<file path="src/rtl/fpnew_lane_sequencer_if.sv">
// rtl/fpnew_lane_sequencer_if.sv - beat issue/response bus between the lane sequencer and the unit pool
// Signal names follow the sequencer's point of view; the slave modport is the unit pool.
interface fpnew_lane_sequencer_if #(
   parameter int unsigned FpWidth      = 16,
   parameter int unsigned NumOperands  = 3,
   parameter int unsigned NumPhysLanes = 2
);
   logic [NumPhysLanes*NumOperands*FpWidth-1:0] unit_operands_o;
   logic [NumPhysLanes-1:0]                     unit_lane_en_o;
   logic                                        unit_valid_o;
   logic                                        unit_ready_i;
   logic [NumPhysLanes*FpWidth-1:0]             unit_result_i;
   logic [NumPhysLanes*5-1:0]                   unit_status_i;
   logic                                        unit_ext_bit_i;
   logic                                        unit_valid_i;
   logic                                        unit_ready_o;

   modport master (
      output unit_operands_o, unit_lane_en_o, unit_valid_o, unit_ready_o,
      input  unit_ready_i, unit_result_i, unit_status_i, unit_ext_bit_i, unit_valid_i
   );

   modport slave (
      input  unit_operands_o, unit_lane_en_o, unit_valid_o, unit_ready_o,
      output unit_ready_i, unit_result_i, unit_status_i, unit_ext_bit_i, unit_valid_i
   );
endinterface

</file>
<file path="src/rtl/fpnew_lane_sequencer.sv">
// rtl/fpnew_lane_sequencer.sv - issues a vectorial FP op over a narrow unit pool in beats
// Results are gathered into a lane buffer; lanes never written are boxed with the first beat's ext bit.
module fpnew_lane_sequencer #(
   parameter int unsigned Width         = 64,
   parameter int unsigned FpWidth       = 16,
   parameter int unsigned NumOperands   = 3,
   parameter int unsigned NumPhysLanes  = 2,
   parameter int unsigned TagWidth      = 8,
   parameter bit          EnableVectors = 1'b1
) (
   input  logic                          clk_i,
   input  logic                          rst_i,
   input  logic [NumOperands*Width-1:0]  operands_i,
   input  logic                          vectorial_op_i,
   input  logic [TagWidth-1:0]           tag_i,
   input  logic                          in_valid_i,
   output logic                          in_ready_o,
   input  logic                          flush_i,
   fpnew_lane_sequencer_if.master        unit,
   output logic [Width-1:0]              result_o,
   output logic [4:0]                    status_o,
   output logic                          extension_bit_o,
   output logic [TagWidth-1:0]           tag_o,
   output logic                          out_valid_o,
   input  logic                          out_ready_i,
   output logic                          busy_o
);
   localparam int unsigned NumLanes = Width / FpWidth;
   localparam int unsigned NumBeats = (NumLanes + NumPhysLanes - 1) / NumPhysLanes;
   localparam int unsigned CntWidth = $clog2(NumBeats + 1);

   typedef enum logic [1:0] {IDLE, RUN, DONE} state_e;

   state_e                       state_q, state_d;
   logic [CntWidth-1:0]          issue_cnt_q, issue_cnt_d;
   logic [CntWidth-1:0]          resp_cnt_q, resp_cnt_d;
   logic [CntWidth-1:0]          num_beats;
   logic [NumOperands*Width-1:0] ops_q, ops_d;
   logic [TagWidth-1:0]          tag_q, tag_d;
   logic                         vec_q, vec_d;
   logic [NumLanes*FpWidth-1:0]  buf_q, buf_d;
   logic [NumLanes-1:0]          written_q, written_d;
   logic [4:0]                   status_q, status_d;
   logic                         ext_q, ext_d;

   function automatic int unsigned lane_of(logic [CntWidth-1:0] beat, int unsigned phys);
      return 32'(beat) * NumPhysLanes + phys;
   endfunction

   // Scalar ops only ever carry logical lane 0.
   function automatic logic lane_live(int unsigned lane, logic vec);
      return (lane < NumLanes) && (vec || lane == 0);
   endfunction

   assign num_beats = vec_q ? CntWidth'(NumBeats) : CntWidth'(1);

   always_comb begin
      state_d              = state_q;
      issue_cnt_d          = issue_cnt_q;
      resp_cnt_d           = resp_cnt_q;
      ops_d                = ops_q;
      tag_d                = tag_q;
      vec_d                = vec_q;
      buf_d                = buf_q;
      written_d            = written_q;
      status_d             = status_q;
      ext_d                = ext_q;
      in_ready_o           = 1'b0;
      out_valid_o          = 1'b0;
      unit.unit_valid_o    = 1'b0;
      unit.unit_ready_o    = 1'b0;
      unit.unit_lane_en_o  = '0;
      unit.unit_operands_o = '0;

      case (state_q)
         IDLE: in_ready_o = 1'b1;
         RUN: begin
            unit.unit_valid_o = (issue_cnt_q < num_beats);
            unit.unit_ready_o = 1'b1;
            for (int unsigned p = 0; p < NumPhysLanes; p++) begin
               for (int unsigned l = 0; l < NumLanes; l++) begin
                  if (l == lane_of(issue_cnt_q, p) && lane_live(l, vec_q)) begin
                     unit.unit_lane_en_o[p] = 1'b1;
                     for (int unsigned i = 0; i < NumOperands; i++)
                        unit.unit_operands_o[(p*NumOperands+i)*FpWidth +: FpWidth] =
                           ops_q[i*Width + l*FpWidth +: FpWidth];
                  end
               end
            end
            if (unit.unit_valid_o && unit.unit_ready_i) issue_cnt_d = issue_cnt_q + 1'b1;

            if (unit.unit_valid_i) begin
               for (int unsigned p = 0; p < NumPhysLanes; p++) begin
                  for (int unsigned l = 0; l < NumLanes; l++) begin
                     if (l == lane_of(resp_cnt_q, p) && lane_live(l, vec_q)) begin
                        buf_d[l*FpWidth +: FpWidth] = unit.unit_result_i[p*FpWidth +: FpWidth];
                        written_d[l]                = 1'b1;
                        status_d                    = status_d | unit.unit_status_i[p*5 +: 5];
                     end
                  end
               end
               if (resp_cnt_q == '0) ext_d = unit.unit_ext_bit_i;
               resp_cnt_d = resp_cnt_q + 1'b1;
               if (resp_cnt_d == num_beats) state_d = DONE;
            end
         end
         DONE: begin
            out_valid_o = 1'b1;
            in_ready_o  = out_ready_i;
            if (out_ready_i) state_d = IDLE;
         end
         default: state_d = IDLE;
      endcase

      if (flush_i) in_ready_o = 1'b0;

      if (in_valid_i && in_ready_o) begin
         ops_d       = operands_i;
         tag_d       = tag_i;
         vec_d       = vectorial_op_i & EnableVectors;
         issue_cnt_d = '0;
         resp_cnt_d  = '0;
         status_d    = '0;
         written_d   = '0;
         state_d     = RUN;
      end

      if (flush_i) begin
         state_d     = IDLE;
         issue_cnt_d = '0;
         resp_cnt_d  = '0;
      end
   end

   always_ff @(posedge clk_i) begin
      if (rst_i) begin
         state_q     <= IDLE;
         issue_cnt_q <= '0;
         resp_cnt_q  <= '0;
         ops_q       <= '0;
         tag_q       <= '0;
         vec_q       <= 1'b0;
         buf_q       <= '0;
         written_q   <= '0;
         status_q    <= '0;
         ext_q       <= 1'b0;
      end else begin
         state_q     <= state_d;
         issue_cnt_q <= issue_cnt_d;
         resp_cnt_q  <= resp_cnt_d;
         ops_q       <= ops_d;
         tag_q       <= tag_d;
         vec_q       <= vec_d;
         buf_q       <= buf_d;
         written_q   <= written_d;
         status_q    <= status_d;
         ext_q       <= ext_d;
      end
   end

   always_comb begin
      result_o = '0;
      for (int unsigned l = 0; l < NumLanes; l++)
         result_o[l*FpWidth +: FpWidth] = written_q[l] ? buf_q[l*FpWidth +: FpWidth] : {FpWidth{ext_q}};
   end

   assign busy_o          = (state_q != IDLE);
   assign status_o        = status_q;
   assign tag_o           = tag_q;
   assign extension_bit_o = ext_q;
endmodule

</file>
<file path="src/flat_wrapper.sv">
// flat-port wrapper written by rule: the top's interface ports become plain ports
module fpnew_lane_sequencer_flat 
#(
   parameter int unsigned Width         = 64,
   parameter int unsigned FpWidth       = 16,
   parameter int unsigned NumOperands   = 3,
   parameter int unsigned NumPhysLanes  = 2,
   parameter int unsigned TagWidth      = 8,
   parameter bit          EnableVectors = 1'b1
)
  (clk_i, rst_i, operands_i, vectorial_op_i, tag_i, in_valid_i, in_ready_o, flush_i, result_o, status_o, extension_bit_o, tag_o, out_valid_o, out_ready_i, busy_o, unit_unit_operands_o, unit_unit_lane_en_o, unit_unit_valid_o, unit_unit_ready_o, unit_unit_ready_i, unit_unit_result_i, unit_unit_status_i, unit_unit_ext_bit_i, unit_unit_valid_i);
  fpnew_lane_sequencer_if #(.FpWidth(FpWidth), .NumOperands(NumOperands), .NumPhysLanes(NumPhysLanes)) unit_i ();
  input  logic clk_i;
  input  logic rst_i;
  input  logic [NumOperands*Width-1:0] operands_i;
  input  logic vectorial_op_i;
  input  logic [TagWidth-1:0] tag_i;
  input  logic in_valid_i;
  output logic in_ready_o;
  input  logic flush_i;
  output logic [Width-1:0] result_o;
  output logic [4:0] status_o;
  output logic extension_bit_o;
  output logic [TagWidth-1:0] tag_o;
  output logic out_valid_o;
  input  logic out_ready_i;
  output logic busy_o;
  output wire logic [$bits(unit_i.unit_operands_o)-1:0] unit_unit_operands_o;
  output wire logic [$bits(unit_i.unit_lane_en_o)-1:0] unit_unit_lane_en_o;
  output wire logic [$bits(unit_i.unit_valid_o)-1:0] unit_unit_valid_o;
  output wire logic [$bits(unit_i.unit_ready_o)-1:0] unit_unit_ready_o;
  input wire logic [$bits(unit_i.unit_ready_i)-1:0] unit_unit_ready_i;
  input wire logic [$bits(unit_i.unit_result_i)-1:0] unit_unit_result_i;
  input wire logic [$bits(unit_i.unit_status_i)-1:0] unit_unit_status_i;
  input wire logic [$bits(unit_i.unit_ext_bit_i)-1:0] unit_unit_ext_bit_i;
  input wire logic [$bits(unit_i.unit_valid_i)-1:0] unit_unit_valid_i;
  assign unit_unit_operands_o = unit_i.unit_operands_o;
  assign unit_unit_lane_en_o = unit_i.unit_lane_en_o;
  assign unit_unit_valid_o = unit_i.unit_valid_o;
  assign unit_unit_ready_o = unit_i.unit_ready_o;
  assign unit_i.unit_ready_i = unit_unit_ready_i;
  assign unit_i.unit_result_i = unit_unit_result_i;
  assign unit_i.unit_status_i = unit_unit_status_i;
  assign unit_i.unit_ext_bit_i = unit_unit_ext_bit_i;
  assign unit_i.unit_valid_i = unit_unit_valid_i;
  fpnew_lane_sequencer #(.Width(Width), .FpWidth(FpWidth), .NumOperands(NumOperands), .NumPhysLanes(NumPhysLanes), .TagWidth(TagWidth), .EnableVectors(EnableVectors)) u_core (.clk_i(clk_i), .rst_i(rst_i), .operands_i(operands_i), .vectorial_op_i(vectorial_op_i), .tag_i(tag_i), .in_valid_i(in_valid_i), .in_ready_o(in_ready_o), .flush_i(flush_i), .unit(unit_i), .result_o(result_o), .status_o(status_o), .extension_bit_o(extension_bit_o), .tag_o(tag_o), .out_valid_o(out_valid_o), .out_ready_i(out_ready_i), .busy_o(busy_o));
endmodule
</file>
<file path="config.mk">
export PLATFORM = sky130hd
export DESIGN_NAME = fpnew_lane_sequencer_flat
export DESIGN_NICKNAME = d
export VERILOG_FILES = /design/src/rtl/fpnew_lane_sequencer_if.sv /design/src/rtl/fpnew_lane_sequencer.sv /design/src/flat_wrapper.sv
export SDC_FILE = /design/constraint.sdc
export NUM_CORES = 1
export LEC_CHECK = 0
export CAP_MARGIN = 20
export CORE_UTILIZATION = 45
export DETAILED_ROUTE_END_ITERATION = 12
export PLACE_DENSITY = 0.78
export SETUP_SLACK_MARGIN = 0.05
export SYNTH_ARGS = -nofsm -noshare
export SYNTH_HDL_FRONTEND = slang
export SYNTH_SLANG_ARGS = --single-unit
export TNS_END_PERCENT = 100
</file>
<file path="constraint.sdc">
create_clock -name clk_i -period 3.8 [get_ports clk_i]
set_input_delay 0.76 -clock clk_i [delete_from_list [all_inputs] [get_ports clk_i]]
set_output_delay 0.76 -clock clk_i [all_outputs]
set_load 0.03 [all_outputs]
</file>
# --- After elaboration in Yosys (flattened, before gate mapping) ---
# Index checks and enable logic that the tools add are counted.
op_classes:
  addsub: 4
  mux: 57
  n_eq_ne: 18
  bitwise: 7
  magnitude_cmp: 1
  n_reduce_logical: 31
ops:
  columns: ["operator", "n"]
  rows:
  - ["$mux 48", 6]
  - ["$mux 16", 10]
  - ["$eq 2x32->1 const A", 4]
  - ["$logic_not 32->1", 4]
  - ["$mux 96", 1]
  - ["$mux 5", 16]
  - ["$eq 1x32->1 const A", 2]
  - ["$or 5x5->5", 6]
  - ["$mux 1", 17]
  - ["$reduce_and 3->1", 5]
  - ["$logic_and 1x1->1", 10]
  - ["$mux 2", 5]
  - ["$add 3x1->4 const B", 2]
  - ["$reduce_and 4->1", 2]
  - ["$ne 3x2->1 const B", 2]
  - ["$pmux 2 s3", 1]
  - ["$reduce_bool 2->1", 3]
  - ["$add 2x1->2 const B", 2]
  - ["$eq 1x2->1 const A", 2]
  - ["$logic_not 2->1", 2]
  - ["$ne 2x1->1 const B", 2]
  - ["$ne 2x2->1 const B", 2]
  - ["$reduce_and 2->1", 2]
  - ["$reduce_or 2->1", 2]
  - ["8 further kinds", 8]
word_totals:
  inputBits: 251
  output_inout_bits: 181
  register_bits: 281
  elab_cells: 135

# --- Longest topological paths before layout ---
# Gate-level depths: netlist (run 1).
logic_depth:
  word_depth: 22
  depth_mapped: 8

# --- Worst setup path after synthesis (run 1) ---
# OpenSTA, ideal clock, no wires.
synth_path:
  path_kind: "register -> output"
  startpoint: "register u_core.state_q[1]"
  endpoint: "output port unit_unit_operands_o[39]"
  path_stages_with_launch: 7
  arrival_ns: 1.767
  slack_ns: 1.273
  n_path_buf: 2
  cell_sequence: "dfxtp_1 -> nand2b_1 -> inv_1 -> o21ai_1 -> buf_2 -> buf_2 -> a21oi_1"
synth_via:
  elab_chain_cells: 2
synth_lines:
  columns: ["element", "line_no", "source"]
  rows:
  - ["start: declaration", "fpnew_lane_sequencer.sv:34", "state_e state_q, state_d;"]
  - ["start signal: assignment", "fpnew_lane_sequencer.sv:148", "state_q <= state_d;"]
  - ["$eq 2x1->1", "fpnew_lane_sequencer.sv:75", "case (state_q)"]
  - ["$mux 96", "fpnew_lane_sequencer.sv:75", null]
  - ["end: declaration", "flat_wrapper.sv:28", "output wire logic [$bits(unit_i.unit_operands_o)-1:0] unit_unit_operands_o;"]
# No other way between the ends.

# --- Worst setup path in the final report (run 1) ---
layout_path:
  startpoint: "register u_core.issue_cnt_q[1]"
  endpoint: "output port unit_unit_operands_o[43]"
layout_via:
  elab_chain_cells: 4
  word_cells_on_any_way: 6
  cone_classes: "1 x eq/ne; 3 x mux; 2 x reduce/logical"
layout_lines:
  columns: ["element", "line_no", "source"]
  rows:
  - ["start: declaration", "fpnew_lane_sequencer.sv:35", "logic [CntWidth-1:0] issue_cnt_q, issue_cnt_d;"]
  - ["start signal: assignment", "fpnew_lane_sequencer.sv:149", "issue_cnt_q <= issue_cnt_d;"]
  - ["$logic_not 32->1 / $eq 1x2->1 (equally long branches)", "fpnew_lane_sequencer.sv:82", "if (l == lane_of(issue_cnt_q, p) && lane_live(l, vec_q)) begin"]
  - ["$mux 48 / $logic_and 1x1->1 (equally long branches)", "fpnew_lane_sequencer.sv:82", null]
  - ["$mux 48 (*)", "fpnew_lane_sequencer.sv:82", null]
  - ["$mux 96 (*)", "fpnew_lane_sequencer.sv:75", null]
# Mark *: on every way between the ends. The rest lies on a longest branch, timed or not.

==> metrics.cfg, run 1 <==
[worst_setup_path]
critPathRequiredTime_ns = 3.04
critPathKind = flop to primary output
cp_num_buf_inv = 3
arrival_ns = 2.88
crit_family = buffers and inverters
cp_max_fo = 29
path_cells = inv_1 -> ha_1 -> nand2_2 -> buf_12 -> nand2_1 -> a21oi_1 -> clkdlybuf4s50_1
cp_slowest_cell = clkdlybuf4s50_1
endpoint_kind = primary output
critPathMaxStageDelay_ns = 0.71
cp-start-kind = flop

[sta]
setup_viol = 0
tightest_slew_ns = 0.9055
max_clock_freq_ghz = 0.2748
finClkSkew_ns = 0.01227
worst_slack_ns = 0.1611
fin_crit_ns = 3.639
report.final.slew_viol_count = 0
hold_viol = 0
fin_setup_tns_ns = 0
finalCritPeriodShare_pct = 95.76
relSlewSlack_pct = 39.57
rsz0062_at_grt = yes

[logic_synthesis]
syn-cell-area_sq_um = 13020
synth-async-reset-ratio_pct = 0
synth_enable_flop_cells = 0
synth_ff_type = dfxtp_1
ys_ff_latch = 281
syn-num-nets = 1942
netlist_instances = 1685
synth_cell_type_count = 41
seq_area_frac_synth_pct = 43.20
yosys_warnings = 0
syn_area_per_cell_sq_um = 7.728

[final_layout]
fin_util_pct = 65.88
seq_area_sq_um = 5627
multi_input_area_sq_um = 6635
nFillCells = 2380
syn2layout_area_growth_pct = 42.11
drive_gt1_share_pct = 4.293
fin_nets = 2284

[clocking]
clock_latency_ns = 0.55
clock-root-buffer = clkbuf_16
cts-resized-gates = 1
numCtsBuffers = 31
path_clk_slew_ns = 0.06
cts_tree = done
htree_levels = 1
clockBufferDepth = 3
cts.sinks = 281
post_cts_buffers = 0
hold_buffers = 0

[grt]
antenna_found_initial = 3
grt.total_usage_pct = 26.60
grt_pass1_vias = 12259
gr-total-overflow = 0
grt_pass1_wl_um = 63160
grt_util_met1_pct = 30.49
grt_util_met2_pct = 45.51
busiest_layer = met2
use_met3_pct = 8.011
grt_max_degree = 135

[die]
coreArea_sq_um = 28090
fp.dieH_um = 172.1
die_area_sq_um = 29620
die_x_um = 172.1
core.rowCount = 61
start_util_pct = 46.36
io_pins = 432

[routing]
num_vias = 12714
drt_iter0_markers = 1031
antenna_left = 0
via_per_inst = 5.226
routed_wl_um = 40980
dr.pass1.iters = 8
drc = 0
routedWlPerCell_um = 16.84

[placement]
place_ws_ns = 0.6308
port_buffers = 431
hpwl_um = 28400
place_congestion = 0.8454

[power]
p_per_area_nw_per_um2 = 381.6
p_leak_nw = 7.115
ir_drop_mv = 0.2800
clkPwrFrac_pct = 44.6
p_int_w = 0.005403
p_comb_share_pct = 11.0
p_total_w = 0.007061
power.switching_fraction_pct = 23.48
power.switching_w = 0.001658
seq_power_share_pct = 44.4

[job]
drv_cap = 0

[min_path]
min_path_type = flop to flop

[outcome]
status = complete, no violations

## worst register-to-register path, delay by kind of cell, from the launching register on
kind / cells / cell delay, ns
AND/OR/NAND/NOR: 2 / 1.04
buffers and inverters: 2 / 0.38
flip-flops: 1 / 0.33
adder cells (fa/ha/maj): 1 / 0.14
AO/OA/AOI/OAI: 1 / 0.11
## cell type report
class                           count  area share [%]
Clock inverter                     10          0.8858
Tap cell                          378           2.556
Timing Repair Buffer              458           25.03
Clock buffer                       46           4.929
Sequential cell                   281           30.41
Multi-Input combinational cell   1244           35.86
Antenna cell                        5         0.06762
Inverter                           11          0.2637
## sequential cells by signal, indices dropped and copies added, names as in the netlist
signal and cells:
u_core.ops_q 192, u_core.buf_q 64, u_core.tag_o 8, u_core.status_o 5
u_core.written_q 4, u_core.issue_cnt_q 2, u_core.resp_cnt_q 2, u_core.state_q 2
u_core.extension_bit_o 1, u_core.vec_q 1
## routing by layer
layer  share of wire [%]  routed length (um)
met5                   0                   0
met4                 4.1                1677
met3                 9.7                3995
met2                  48               19490
met1                  39               15810
## cell usage after synthesis (5+ instances only)
cell | n | area (sq um)
buf_1 | 5 | 18.77
nor2_1 | 57 | 214.0
a21oi_1 | 124 | 620.6
nor4_1 | 5 | 31.28
nand3_1 | 49 | 245.2
nand2b_1 | 6 | 37.54
mux2i_1 | 202 | 2022
dfxtp_1 | 281 | 5625
buf_2 | 30 | 150.1
inv_1 | 10 | 37.54
o21ai_0 | 46 | 230.2
nand2_1 | 662 | 2485
a22oi_1 | 48 | 360.4
o21a_1 | 6 | 45.04
buf_6 | 17 | 191.4
ha_1 | 6 | 75.07
buf_4 | 6 | 45.04
clkbuf_1 | 90 | 337.8
## cell families after synthesis
| kind of cell | Yosys count | synth area share [%] |
|---|---|---|
| xor+xnor | 1 | 0.06727 |
| simple gates | 800 | 24.30 |
| fa+ha+maj | 6 | 0.5765 |
| buf+inv | 160 | 6.063 |
| flops | 281 | 43.20 |
| compound gates | 235 | 10.26 |
| mux | 202 | 15.53 |
## path summary, 6_finish.rpt
| path | startpoint | to | slack [ns] | cells past startpoint |
|---|---|---|---|---|
| max | u_core.issue_cnt_q[1]$_SDFFE_PP0P_ | unit_unit_operands_o[43] | 0.16 | 7 |
| min | u_core.ops_q[49]$_SDFFE_PP0P_ | u_core.ops_q[49]$_SDFFE_PP0P_ | 0.46 | 2 |
| max reg2reg | u_core.resp_cnt_q[0]$_SDFFE_PP0P_ | u_core.buf_q[7]$_SDFFE_PP0P_ | 1.65 | 6 |
| min reg2reg | u_core.ops_q[49]$_SDFFE_PP0P_ | u_core.ops_q[49]$_SDFFE_PP0P_ | 0.46 | 2 |
## per-stage QoR
stage               hold WS [ns]  instance area [sq um]  std cells
global placement          0.4421                  17380       2372
CTS                       0.4566                  18460       2428
floorplan                 0.4344                  13020       1685
finish                    0.4562                  18500       2433
global route              0.4743                  18500       2431
detailed placement        0.4461                  17380       2372
## power groups by stage
stage | combinational [W] | sequential, W | clock, W
3_5_place_dp | 0.000777 | 0.00319 | 0
2_1_floorplan | 0.000398 | 0.00318 | 0
6_report | 0.000777 | 0.00313 | 0.00315
4_1_cts | 0.000781 | 0.00313 | 0.00320
3_3_place_gp | 0.000764 | 0.00319 | 0
5_1_grt | 0.000843 | 0.00314 | 0.00334
## placed cells by master (no fill, tap or decap), types with 3 or more instances in the layout
cell	instances
o21ai_0	46
clkdlybuf4s50_1	420
dlymetal6s2s_1	10
diode_2	5
nand3_1	49
nor3_1	4
a21oi_1	124
dfxtp_1	280
mux2i_1	202
nand2_1	661
a22oi_1	48
buf_12	7
clkbuf_1	7
clkbuf_16	31
o21ai_1	3
nor4_1	5
inv_1	10
o21a_1	6
clkbuf_8	8
buf_4	18
ha_1	6
nand2b_1	5
clkinvlp_4	3
nor2_1	57
bufinv_16	4
Note: power is estimated with default switching activity, not from simulation.
==> inputs of run 2 (changes only) <==
==> constraint.sdc (replaced) <==
create_clock -name clk_i -period 3.8 [get_ports clk_i]
set_input_delay 0.38 -clock clk_i [delete_from_list [all_inputs] [get_ports clk_i]]
set_output_delay 0.38 -clock clk_i [all_outputs]
set_load 0.03 [all_outputs]
==> run 2 against run 1 <==
Against the previous run: wire length rose by 0.81%; clock-buffer cell count fell by 10; non-clock buffer count fell by 7; largest power group is now registers; combinational power barely moved; register-to-register slack barely moved; critical path depth did not move; design area fell by 0.63%; first-iteration DRC count fell by 4.8%; maximum frequency rose by 5.8%; die area did not move; power fell by 1.2%; clock skew barely moved.
==> metrics.cfg, run 2 (same netlist as run 1, synthesis figures left out) <==
[die]
io_pins = 432  ; unchanged
die_x_um = 172.1  ; unchanged
start_util_pct = 46.36  ; unchanged
coreArea_sq_um = 28090  ; unchanged
die_area_sq_um = 29620  ; unchanged
fp.dieH_um = 172.1  ; unchanged
core.rowCount = 61  ; unchanged

[grt]
gr-total-overflow = 0  ; unchanged
grt_pass1_vias = 12152  ; -0.87%
grt.total_usage_pct = 26.80  ; +0.20 points
grt_pass1_wl_um = 63340  ; +0.29%
antenna_found_initial = 6  ; +3
grt_max_degree = 126  ; -6.7%

[sta]
report.final.slew_viol_count = 0  ; unchanged
rsz0062_at_grt = no
finClkSkew_ns = 0.01255  ; +0.0002783 ns
hold_viol = 0  ; unchanged
max_clock_freq_ghz = 0.2906  ; +5.8%
fin_crit_ns = 3.441  ; -0.1982 ns
tightest_slew_ns = 0.9822  ; +0.07671 ns
finalCritPeriodShare_pct = 90.55  ; -5.2 points
setup_viol = 0  ; unchanged
relSlewSlack_pct = 34.45  ; -5.1 points
fin_setup_tns_ns = 0  ; unchanged

[routing]
antenna_left = 0  ; unchanged
drc = 0  ; unchanged
via_per_inst = 5.282  ; +1.1%
routedWlPerCell_um = 17.03  ; +1.1%
dr.pass1.iters = 6  ; -2
drt_iter0_markers = 982  ; -4.8%
num_vias = 12813  ; +0.78%
routed_wl_um = 41310  ; +0.81%

[worst_setup_path]
cp_max_fo = 29  ; unchanged
endpoint_kind = primary output
cp-startpoint = u_core.issue_cnt_q[1]$_SDFFE_PP0P_
cp-start-kind = flop
r2r-start = u_core.resp_cnt_q[1]$_SDFFE_PP0P_
arrival_ns = 3.06  ; +0.18 ns
crit_end = unit_unit_operands_o[25]
critPathKind = flop to primary output
reg2reg_to = u_core.buf_q[59]$_SDFFE_PP0P_
r2r_slack_ns = 1.65  ; about the same
critPathRequiredTime_ns = 3.42  ; +0.38 ns
r2r_cells = 6  ; unchanged

[clocking]
clock_latency_ns = 0.55  ; about the same
path_clk_slew_ns = 0.06  ; about the same
post_cts_buffers = 0  ; unchanged
cts-resized-gates = 0  ; -1
htree_levels = 1  ; unchanged
hold_buffers = 0  ; unchanged
cts_tree = done
clock-root-buffer = clkbuf_16
numCtsBuffers = 30  ; -3.2%
cts.sinks = 281  ; unchanged
clockBufferDepth = 3  ; unchanged

[power]
p_per_area_nw_per_um2 = 379.3  ; -0.60%
p_leak_nw = 6.888  ; -3.2%
ir_drop_mv = 0.2639  ; -5.7%

[final_layout]
top_register = u_core.ops_q
final_cell_count_no_fill = 2426  ; -0.29%
largest_reg_flops = 192  ; unchanged
final_common_cell = nand2_1
fin_nets = 2276  ; -0.35%
drive_gt1_share_pct = 4.209  ; -0.083 points
syn2layout_area_growth_pct = 41.21
layout_common_cells = 661 x nand2_1, 430 x clkdlybuf4s50_1, 281 x dfxtp_1
fin_util_pct = 65.47  ; -0.41 points

[placement]
dp.cells = 2365  ; -0.30%
hpwl_um = 28390  ; about the same
port_buffers = 431  ; unchanged
place_congestion = 0.8289  ; -2.0%

[min_path]
min_path_type = input pin to flop

[job]
drv_cap = 0  ; unchanged

[outcome]
status = complete, no violations

## run 2: changes by cell type in the layout (fill, tap and decap cells not counted), sizes merged
cell	previous run	this run
clkinv	2	12
clkbuf	46	36
clkdlybuf4s50	420	430
dlymetal6s2s	10	0
buf	28	21
## run 2: final cells by class
type / instances / area, sq um
Clock buffer: 36 / 834.6
Antenna cell: 5 / 12.51
Inverter: 11 / 48.80
Multi-Input combinational cell: 1244 / 6635
Clock inverter: 20 / 211.5
Timing Repair Buffer: 451 / 4547
Tap cell: 378 / 473.0
Sequential cell: 281 / 5625
Fill cell: 2398 / 9699
## run 2: how the worst min path moves through the flow
| stage | to | cells after the start | start | slack, ns |
|---|---|---|---|---|
| finish | u_core.ops_q[137]$_SDFFE_PP0P_ | 3 | operands_i[137] | 0.38 |
| global route | u_core.ops_q[44]$_SDFFE_PP0P_ | 3 | operands_i[44] | 0.37 |
| CTS | u_core.ops_q[147]$_SDFFE_PP0P_ | 3 | operands_i[147] | 0.36 |
| detailed placement | u_core.ops_q[170]$_SDFFE_PP0P_ | 2 | u_core.ops_q[170]$_SDFFE_PP0P_ | 0.45 |
| global placement | u_core.ops_q[190]$_SDFFE_PP0P_ | 2 | u_core.ops_q[190]$_SDFFE_PP0P_ | 0.44 |
| floorplan | u_core.ops_q[112]$_SDFFE_PP0P_ | 2 | u_core.ops_q[112]$_SDFFE_PP0P_ | 0.43 |
## run 2: layer usage
metal	GRT usage (%)	share of wire [%]	up-vias
met5	0	0.058	-
met3	8.240	9.5	91
li1	-	-	6221
met1	30.61	38	5992
met2	46.51	48	505
met4	10.47	3.5	4
## run 2: worst max-delay path: stages, from the launching register on
cell and delay [ns]:
dfxtp_1 0.33, inv_1 0.08, ha_1 0.22, nand2_2 0.37
buf_4 0.43, nand2_1 0.11, a21oi_1 0.23, clkdlybuf4s50_1 0.71
## run 2: metrics by stage
stage	total power [W]	instance area (sq um)	setup slack [ns]	hold WS [ns]
CTS	0.007018	18380	0.2905	0.3590
global placement	0.003950	17330	0.8906	0.4419
detailed placement	0.003968	17330	0.8961	0.4461
global route	0.007226	18380	0.2030	0.3745
finish	0.006974	18390	0.3593	0.3765
floorplan	0.003578	13020	1.653	0.4344
## run 2: power breakdown
part / switching (W) / leakage [nW] / internal [W]
clock network: 0.00123 / 0.520 / 0.00183
registers: 0.0000709 / 2.29 / 0.00306
logic: 0.000362 / 4.08 / 0.000412
